--- config.mk ---
export PLATFORM = sky130hd
export DESIGN_NAME = ex_forward_ctrl
export DESIGN_NICKNAME = d
export VERILOG_FILES = /design/src/rtl/ex_forward_ctrl.sv
export SDC_FILE = /design/constraint.sdc
export NUM_CORES = 1
export LEC_CHECK = 0
export BUFFER_PORTS_ARGS = -buffer_cell sky130_fd_sc_hd__buf_2
export CAP_MARGIN = 20
export CORE_UTILIZATION = 53
export DETAILED_ROUTE_END_ITERATION = 7
export PLACE_DENSITY = 0.77
export SLEW_MARGIN = 30
export SYNTH_ARGS = -nofsm -noshare
export SYNTH_HDL_FRONTEND = slang
export SYNTH_SLANG_ARGS = --single-unit
--- constraint.sdc ---
create_clock -name Clk -period 2.51 [get_ports Clk]
set_input_delay 0.251 -clock Clk [delete_from_list [all_inputs] [get_ports Clk]]
set_output_delay 0.251 -clock Clk [all_outputs]
set_load 0.01 [all_outputs]
--- src/rtl/ex_forward_ctrl.sv ---
// ex_forward_ctrl: EX-stage operand forwarding and load-use hazard control for
// the RV32 5-stage pipeline. Tracks in-flight destinations in EX/MEM/WB slots,
// drives the two operand-mux selectors, raises a one-cycle load-use stall and
// counts stall events with a saturating counter.
module ex_forward_ctrl #(
    parameter int REG_BITS = 5,
    parameter int CNT_BITS = 16
) (
    input  logic                Clk,
    input  logic                Reset,
    input  logic [REG_BITS-1:0] ID_Rs1,
    input  logic [REG_BITS-1:0] ID_Rs2,
    input  logic [REG_BITS-1:0] ID_Rd,
    input  logic                ID_RegWrite,
    input  logic                ID_MemRead,
    input  logic                Flush,
    output logic [1:0]          Sel_A,
    output logic [1:0]          Sel_B,
    output logic                Stall,
    output logic [CNT_BITS-1:0] Stall_Count
);

    // Operand mux input order
    localparam logic [1:0] SEL_RF    = 2'd0;
    localparam logic [1:0] SEL_EXMEM = 2'd1;
    localparam logic [1:0] SEL_MEMWB = 2'd2;

    // EX slot
    logic [REG_BITS-1:0] ex_rs1_q, ex_rs1_d;
    logic [REG_BITS-1:0] ex_rs2_q, ex_rs2_d;
    logic [REG_BITS-1:0] ex_rd_q,  ex_rd_d;
    logic                ex_rw_q,  ex_rw_d;
    logic                ex_mr_q,  ex_mr_d;

    // MEM slot
    logic [REG_BITS-1:0] mem_rd_q;
    logic                mem_rw_q;
    logic                mem_mr_q;

    // WB slot
    logic [REG_BITS-1:0] wb_rd_q;
    logic                wb_rw_q;

    // Stall-event counter
    logic [CNT_BITS-1:0] cnt_q, cnt_d;

    // Selector for one operand. MEM holds the younger result so it is checked
    // first; a load in MEM has no data yet on the EX/MEM ALU path, so it is
    // skipped and WB may still supply an older value. x0 never forwards.
    function automatic logic [1:0] fwd_sel(
        input logic [REG_BITS-1:0] rs,
        input logic [REG_BITS-1:0] m_rd,
        input logic                m_rw,
        input logic                m_mr,
        input logic [REG_BITS-1:0] w_rd,
        input logic                w_rw
    );
        logic [1:0] sel;
        sel = SEL_RF;
        if (m_rw && !m_mr && (m_rd != '0) && (m_rd == rs))
            sel = SEL_EXMEM;
        else if (w_rw && (w_rd != '0) && (w_rd == rs))
            sel = SEL_MEMWB;
        return sel;
    endfunction

    // Forwarding selects come from registered slots only
    always_comb begin
        Sel_A = fwd_sel(ex_rs1_q, mem_rd_q, mem_rw_q, mem_mr_q, wb_rd_q, wb_rw_q);
        Sel_B = fwd_sel(ex_rs2_q, mem_rd_q, mem_rw_q, mem_mr_q, wb_rd_q, wb_rw_q);
    end

    // Load-use hazard: load in EX feeding the instruction in ID; a flush wins
    always_comb begin
        Stall = ex_mr_q && (ex_rd_q != '0)
                && ((ex_rd_q == ID_Rs1) || (ex_rd_q == ID_Rs2))
                && !Flush;
    end

    // Next EX contents: a bubble on flush or stall, otherwise the ID instruction
    always_comb begin
        ex_rs1_d = ID_Rs1;
        ex_rs2_d = ID_Rs2;
        ex_rd_d  = ID_Rd;
        ex_rw_d  = ID_RegWrite;
        ex_mr_d  = ID_MemRead;
        if (Flush || Stall) begin
            ex_rs1_d = '0;
            ex_rs2_d = '0;
            ex_rd_d  = '0;
            ex_rw_d  = 1'b0;
            ex_mr_d  = 1'b0;
        end
    end

    // Counter saturates at all-ones instead of wrapping
    always_comb begin
        cnt_d = cnt_q;
        if (Stall && (cnt_q != '1))
            cnt_d = cnt_q + 1'b1;
    end

    // Slot pipeline: MEM and WB always advance, EX takes the next-state value
    always_ff @(posedge Clk or posedge Reset) begin
        if (Reset) begin
            ex_rs1_q <= '0;
            ex_rs2_q <= '0;
            ex_rd_q  <= '0;
            ex_rw_q  <= 1'b0;
            ex_mr_q  <= 1'b0;
            mem_rd_q <= '0;
            mem_rw_q <= 1'b0;
            mem_mr_q <= 1'b0;
            wb_rd_q  <= '0;
            wb_rw_q  <= 1'b0;
        end else begin
            ex_rs1_q <= ex_rs1_d;
            ex_rs2_q <= ex_rs2_d;
            ex_rd_q  <= ex_rd_d;
            ex_rw_q  <= ex_rw_d;
            ex_mr_q  <= ex_mr_d;
            mem_rd_q <= ex_rd_q;
            mem_rw_q <= ex_rw_q;
            mem_mr_q <= ex_mr_q;
            wb_rd_q  <= mem_rd_q;
            wb_rw_q  <= mem_rw_q;
        end
    end

    // Stall-event counter register
    always_ff @(posedge Clk or posedge Reset) begin
        if (Reset)
            cnt_q <= '0;
        else
            cnt_q <= cnt_d;
    end

    assign Stall_Count = cnt_q;

endmodule
==> results.md, run 1 <==
Yosys:
- The synthesized netlist cell count is 176.
- The async set-reset flop share out of synthesis is 1.00.
- After synthesis, the most frequently instantiated cells are 46 x dfrtp_1, 30 x xnor2_1, 17 x and2_1.
- The largest total area in the synthesized netlist belongs to dfrtp_1.
- The synthesized area divided by synthesized cell count is 11.9 um^2.
- After synthesis the netlist holds a flip-flop and latch count of 46.
- Counting flops with a built-in enable in the synthesized netlist gives 0.
- The proportion of netlist area held by the largest area contributor is 0.549.
- The main flop type after synthesis is dfrtp_1.
- The net count of the mapped netlist is 197.
- dfrtp_1 is the most common cell in the netlist.
- Yosys printed 0 warnings.
- The area of the mapped netlist is about 0.0021 mm^2.
- By area the synthesized netlist is led by dfrtp_1 55%, xnor2_1 13%, xor2_1 6.3%, and2_1 5.1%, nand3_1 2.9%.
- The sequential fraction of the synthesis area is 0.549.
- Yosys mapped the design onto 28 distinct sky130hd cell types.

Layout:
- The cell area after layout is 0.00245 mm^2.
- 0 antenna diodes ended up in the layout.
- The total number of nets in the final design is 244.
- In the final layout, the share of cells above drive strength 1 is 0.246.
- The post-layout utilization of the core is 0.660.
- From synthesis to final layout, the design area changed by 17.0%.

Clocking:
- In this run the number of H-tree levels came out at 2.
- The insertion delay to the later sink of the worst-skew pair is 0.29 ns.
- The cell sitting at the root of the clock tree is a clkbuf_8.
- The clock buffer count from CTS is 5.
- The number of setup buffers added after CTS is 0.
- Counting along the longest clock path gives a buffer depth of 2.
- After clock tree synthesis, the clock-pin slew on the worst setup and hold paths is 0.08 ns.
- The clock sink count is 46.
- Post-CTS repair changed the size of 0 cells.
- The clock tree from TritonCTS is yes.

Timing:
- Setup repair after global routing left no endpoint under its margin.
- The number of failing setup endpoints in the final timing report is 0.
- The hold violation count in the final report came to 0.
- The final hold slack is 0.165 ns.
- The worst path in the final design needs a cycle of 2.28 ns, including I/O delays and setup.
- The relative slew slack is 0.599.
- The final count of pins violating max slew is 0.
- For the final routed database, the setup TNS stands at 0 ns.
- Dividing the final minimum period by the clock period gives 0.908.
- For the final database, setup skew stands at about 0.0033 ns.
- Timing would allow up to between 400 and 500 MHz.
- The transition time at the pin with the least slew margin is around 0.6 ns.

Route:
- In the detailed route, the total length drawn on met3 is roughly 130 um.
- The post-detailed-route wirelength per cell is 13.6 um.
- The detailed router placed 1404 vias in this run.
- The total length of routed wires is 3700 um.
- After detailed routing, the wire length on met1 is 1750 um.
- The pre-antenna-repair detailed-routing pass consisted of 4 iterations.
- The detailed router finished its first iteration with 65 violations.
- The highest layer touched by signal routing is met4.
- The count of nets left with antenna violations once routing finished came out at 0.
- After detailed routing, the number of remaining DRC violations is 0.
- The met2 wirelength from detailed routing is ~1800 um.
- The via-per-instance ratio is 5.16.

Die:
- The placeable core area is approximately 0.0037 mm^2.
- From left edge to right edge, the die measures 64.9 um.
- The cell row count is 22.
- For this configuration, the core starts out at a cell density of 0.564.
- The height of the chip is between 60 and 70 um.
- The die covers about 0.0042 mm^2.
- For this design the top-level I/O count stands at 41.

Power:
- The switching share of power is 0.237.
- The share of total power dissipated in the clock network is 0.315.
- The standby leakage power is 0.00118 uW.
- The sequential share of power is 0.579.
- Of the total power, combinational logic draws 0.107.
- The internal portion of the total power is between 1000 and 1500 uW.
- Dividing total power by cell area gives a power density of roughly 570 mW/mm^2.
- Across the VDD grid, the largest voltage drop is ~470 uV.
- The analysis attributes to net switching a power of around 330 uW.

Global route:
- The total overflow left after global routing is 0.
- Entering global routing, the biggest net connects 31 pins.
- The global-route wire length before repair is 6350 um.
- Across every metal layer, demand over resource in global routing totals 0.199.
- The number of global-route vias before repair is 1431.
- The number of antenna violations at the first check in global routing was 0.

Status:
- The run finished with clean final reports.

Critical path:
- The worst setup path category is register to output pin.
- The data arrival time of the critical path is about 2.0 ns.
- The largest fanout on the critical path is 4.
- The worst setup path is launched from a register.
- The element type at the critical path end is an output pin.
- The required time reported for the critical path endpoint is 2.26 ns.
- The worst register-to-register path has a depth of 5.

Placement:
- During placement, the flow inserted port buffers numbering 40.
- The HPWL after detailed placement is 2820 um.
- The placed instances occupy a cell area of around 0.0023 mm^2.
- Routability-driven placement finished with a final weighted congestion of 0.810.

Hold path:
- The worst hold path depth is 2.
- The min-delay analysis places its worst path in the category primary input to register.

Run:
- The number of max-cap violations is 0.
[cell type report]
cell class	count	area (um^2)
clock buffer	7	86.3
tap	48	60.1
multi-input combinational	126	920
clock inverter	1	5.00
timing repair buffer	43	225
fill	296	1260
inverter	1	3.75
sequential	46	1150
[cell usage in the layout (no fill, tap or decap), types with 5 or more instances in the layout]
cell / instances
and3_1: 7
nor2_1: 5
clkbuf_8: 6
nand3_1: 12
buf_2: 40
dfrtp_1: 46
nand4_1: 7
xnor2_1: 30
and2_1: 17
xor2_1: 15
nand2_1: 8
[worst max-delay path, stage by stage (launching register included)]
cell and delay (ns):
dfrtp_1 0.42, or4_1 0.52, o21ai_0 0.22, nor4_1 0.11
nor4_1 0.28, buf_2 0.18
[repair_timing]
action                     CTS  global route
hold endpoints to repair    16             0
setup endpoints to repair    0             1
hold buffers                 1             0
[stage by stage]
step / power [uW] / setup WS (ns) / cells
detailed placement: 977 / 0.498 / 263
global route: 1480 / 0.0695 / 272
floorplan: 924 / 0.567 / 176
CTS: 1420 / 0.172 / 272
global placement: 971 / 0.612 / 263
finish: 1410 / 0.231 / 272
[power groups by stage]
stage                     Clock [uW]  Sequential (uW)  Combinational [uW]
after floorplan                    0              824                99.8
after global placement             0              825                 146
after detailed placement           0              828                 149
after CTS                        457              813                 151
after global routing             491              817                 170
final                            442              813                 150
[path summary, 6_finish.rpt]
path | endpoint | slack, ns | startpoint
setup / recovery | Sel_A[1] | 0.23 | mem_rd_q[1]
setup reg to reg | Stall_Count[1] | 0.58 | ex_rd_q[1]
hold reg to reg | mem_rw_q | 0.37 | ex_rw_q
min in group asynchronous | Stall_Count[11] | 0.49 | Reset
hold / removal | ex_rd_q[2] | 0.16 | ID_Rd[2]
max in group asynchronous | wb_rd_q[3] | 1.31 | Reset
[layer usage]
metal,vias to the layer above,global-route usage
met1,672,0.266
li1,691,-
met2,35,0.318
met3,6,0.0423
met4,0,0.0750
met5,-,0
[logic make-up (layout without fill, tap and decap cells)]
| family | Yosys count | in the layout | share of synthesized area |
|---|---|---|---|
| and+or+nand+nor | 72 | 72 | 0.199 |
| DFF | 46 | 46 | 0.549 |
| xor gates and xnor gates | 45 | 45 | 0.188 |
| AOI/OAI and AO/OA | 7 | 7 | 0.0400 |
| buffers and inverters | 4 | 52 | 0.0119 |
| adders and majority gates | 1 | 1 | 0.00597 |
| muxes | 1 | 1 | 0.00537 |
[flip-flops by register name (all words and copies together), names as in the netlist]
name / count
Stall_Count: 16
ex_rd_q: 5
ex_rs1_q: 5
ex_rs2_q: 5
mem_rd_q: 5
wb_rd_q: 5
ex_mr_q: 1
ex_rw_q: 1
mem_mr_q: 1
mem_rw_q: 1
wb_rw_q: 1
(Power assumes the default switching activity.)
==> inputs of run 2 (changes only) <==
--- a/config.mk
+++ b/config.mk
@@ -9,7 +9,7 @@
 export CAP_MARGIN = 20
 export CORE_UTILIZATION = 53
 export DETAILED_ROUTE_END_ITERATION = 7
-export PLACE_DENSITY = 0.77
+export PLACE_DENSITY = 0.82
 export SLEW_MARGIN = 30
 export SYNTH_ARGS = -nofsm -noshare
 export SYNTH_HDL_FRONTEND = slang
==> run 2 against run 1 <==
  * Count of clock-buffer cells in the layout shrank 2
  * Die area did not move
  * Critical path depth stayed put
  * Maximum frequency is 1.3% higher
  * Clock skew is essentially flat
  * First-iteration DRC count decreased by 3.1%
  * Highest routed layer unchanged
  * Sequential power about the same
  * Via count is 1.6% higher
  * Core utilization up 0.34 points
  * Sequential cell count did not move
  * Non-clock buffer count is 1 lower
  * Register-to-register slack about the same
==> results.md, run 2 (same netlist as run 1, synthesis figures left out) <==
Clocking:
- The clock-pin slew on the worst setup and hold paths is 0.08 ns (about the same).
- The number of hold-repair buffers added at the cts stage is 0 (-1).
- The insertion delay to the later sink of the worst-skew pair is 0.29 ns (about the same).
- The cell at the root of the clock tree is clkbuf_8.
- TritonCTS built the clock tree.
- The clock buffer count from CTS is 5 (unchanged).
- The total setup buffers inserted after CTS was 0 (unchanged).
- The clock sink count was 46 (unchanged).
- The post-cts gate resize count is 0 (unchanged).
- The maximum clock path buffer count is 2 (unchanged).
- The count of H-tree levels built during CTS is 2 (unchanged).

Status:
- The flow ran to the end, and the final reports show no timing, DRC or antenna violations.

Layout:
- The share of final-layout standard cells stronger than drive strength 1 is 0.251 (+0.00559).
- The total number of nets in the final design is 243 (-0.41%).
- The number of flip-flops under the largest register name is 16 (unchanged).
- The multi-input gate area in the final layout came to 920 um^2 (unchanged).
- Relative to the synthesized area, the layout overhead comes to 17.6%.
- The combined flip-flop and latch cell area is 0.00115 mm^2 (unchanged).
- Leaving out fill and tap cells, the most frequent cells in the layout are 46 x dfrtp_1, 40 x buf_2, 30 x xnor2_1, 17 x and2_1, 15 x xor2_1.
- The library cell used most frequently in the layout, excluding fill and tap cells, is dfrtp_1.
- The antenna cell count is 0 (unchanged).
- The number of fill cells in the layout is 293 (-1.0%).
- The post-layout utilization of the core is 0.663 (+0.00337).

Placement:
- The number of port buffers is 40 (unchanged).
- The HPWL after detailed placement is 2820 um (about the same).
- The placer congestion estimate came to 0.788 (-2.7%).

Route:
- The total length of routed wires is 3720 um (+0.54%).
- The DRC violation total after the first TritonRoute iteration is 63 (-3.1%).
- The number of iterations in the first detailed-routing pass was 4 (unchanged).
- The via-per-instance ratio is 5.27 (+2.0%).
- The via count is 1427 (+1.6%).
- The post-detailed-route wirelength per cell is 13.7 um (+0.91%).
- The remaining antenna violation count is 0 (unchanged).
- The number of design rule violations left after detail routing is 0 (unchanged).

Critical path:
- The largest fanout on the critical path is 4 (unchanged).
- The worst setup path category is register to output pin.
- The most repeated library cell on the critical path is nor4_1.
- The buffer and inverter count on the worst path is 1 (unchanged).
- The endpoint identified for the worst register-to-register timing path is Stall_Count[1].
- The element type at the critical path end is an output pin.
- STA classifies the critical path startpoint as a register.
- The kind of cell with the highest combined delay along the critical path is simple AND/OR/NAND/NOR gates.
- The data arrival time of the critical path is 2.00 ns (-0.03 ns).
- Among all stages on the critical path, the largest delay is contributed by or4_1.
- The longest individual stage delay on the worst path was 0.51 ns (about the same).
- The number of cells on the worst reg-to-reg path is 5 (unchanged).
- The critical path goes through or4_1, o21ai_0, nor4_1, nor4_1, buf_2.
- The required time reported for the critical path endpoint is 2.26 ns (about the same).
- The startpoint of the worst-slack reg-to-reg timing path is ex_rd_q[1].
- The register-to-register setup slack is 0.57 ns (about the same).

Power:
- The power density over the cells is 608 mW/mm^2 (+6.0%).
- The maximum resistive drop on vdd is 489 uV (+4.3%).
- The standby leakage power was 0.00118 uW (-0.14%).

Global route:
- The number of global-route vias before repair was 1464 (+2.3%).
- The global-route total usage across every layer came to 0.210 (+0.0111).
- The pin count of the biggest net entering global routing is 47 (+52%).
- The global-route wire length before repair was 6660 um (+4.8%).
- The number of antenna violations at the first check in global routing came to 0 (unchanged).
- The total congestion overflow after global routing is 0 (unchanged).

Timing:
- The shortest clock period the worst path allows after layout is 2.25 ns (-0.0284 ns).
- The worst clock skew is 0.00314 ns (-0.000168 ns).
- The number of failing setup endpoints in the final timing report was 0 (unchanged).
- The final critical-path share of the clock period is 0.897 (-0.0113).
- The final hold slack is 0.0837 ns (-0.0812 ns).
- The transition time at the pin with the least slew margin was 0.567 ns (-0.0312 ns).
- The final count of pins violating max slew is 0 (unchanged).
- The maximum clock frequency is 444 MHz (+1.3%).
- Setup repair after global routing left no endpoint under its margin.
- The hold violation count in the final report is 0 (unchanged).
- The relative slew slack is 0.622 (+0.0232).
- The setup TNS after final layout is 0 ns (unchanged).

Die:
- The placeable core area was 0.00372 mm^2 (unchanged).
- The I/O pin total is 41 (unchanged).
- The horizontal die dimension is 64.9 um (unchanged).
- The height of the chip was 64.9 um (unchanged).
- The initial core utilization was 0.564 (unchanged).
- The cell row count came to 22 (unchanged).
- The overall die area is 0.00421 mm^2 (unchanged).

Run:
- The number of max-cap violations is 0 (unchanged).

Hold path:
- The class of the tightest hold or removal check is primary input to async pin.
[run 2: cell types whose count changed in the layout (fill, tap and decap cells not counted)]
| cell | previous run | this run |
|---|---|---|
| clkinvlp_4 | 0 | 2 |
| clkbuf_1 | 1 | 0 |
| bufinv_16 | 0 | 1 |
| dlygate4sd3_1 | 1 | 0 |
| clkinv_2 | 1 | 0 |
| clkbuf_8 | 6 | 5 |
[run 2: layout make-up]
class	count	share of cell area
sequential	46	0.467
multi-input combinational	126	0.373
timing repair buffer	42	0.0874
clock buffer	5	0.0279
tap	48	0.0244
clock inverter	3	0.0183
inverter	1	0.00152
[run 2: routing by layer]
metal,share of wire,GRT usage,vias to the layer above
met3,0.034,0.0317,5
met4,0.0097,0.0778,0
li1,-,-,684
met5,0,0,-
met2,0.50,0.345,32
met1,0.45,0.281,706
[run 2: worst max-delay path by stage]
| stage | cells after the start | endpoint | startpoint | slack, ns |
|---|---|---|---|---|
| after floorplan | 4 | Sel_A[1] | mem_rd_q[1] | 0.57 |
| after global placement | 5 | Sel_B[1] | mem_rd_q[1] | 0.60 |
| after detailed placement | 5 | Stall_Count[1] | ex_rd_q[1] | 0.58 |
| after CTS | 5 | Sel_A[1] | mem_rd_q[1] | 0.26 |
| after global routing | 5 | Sel_A[1] | mem_rd_q[1] | 0.15 |
| final | 5 | Sel_A[1] | mem_rd_q[1] | 0.26 |
[run 2: through the flow]
stage / area [um^2] / power (uW) / setup WS (ns) / instances
3_5_place_dp: 2350 / 978 / 0.579 / 263
6_report: 2460 / 1500 / 0.259 / 271
3_3_place_gp: 2350 / 974 / 0.596 / 263
2_1_floorplan: 2100 / 924 / 0.567 / 176
4_1_cts: 2460 / 1510 / 0.262 / 271
5_1_grt: 2460 / 1570 / 0.151 / 271
[run 2: report_power, final]
part	switching [uW]	internal, uW	leakage [uW]
Sequential	38.3	775	0.000610
Clock	241	296	0.0000504
Combinational	72.4	74.2	0.000520
Total	351	1150	0.00118
[run 2: worst reg2reg max path: cells and delay by family (launching register included)]
kind	cells	cell delay, ns
AOI/OAI and AO/OA	2	0.32
DFF	1	0.44
muxes	1	0.34
and+or+nand+nor	2	0.74
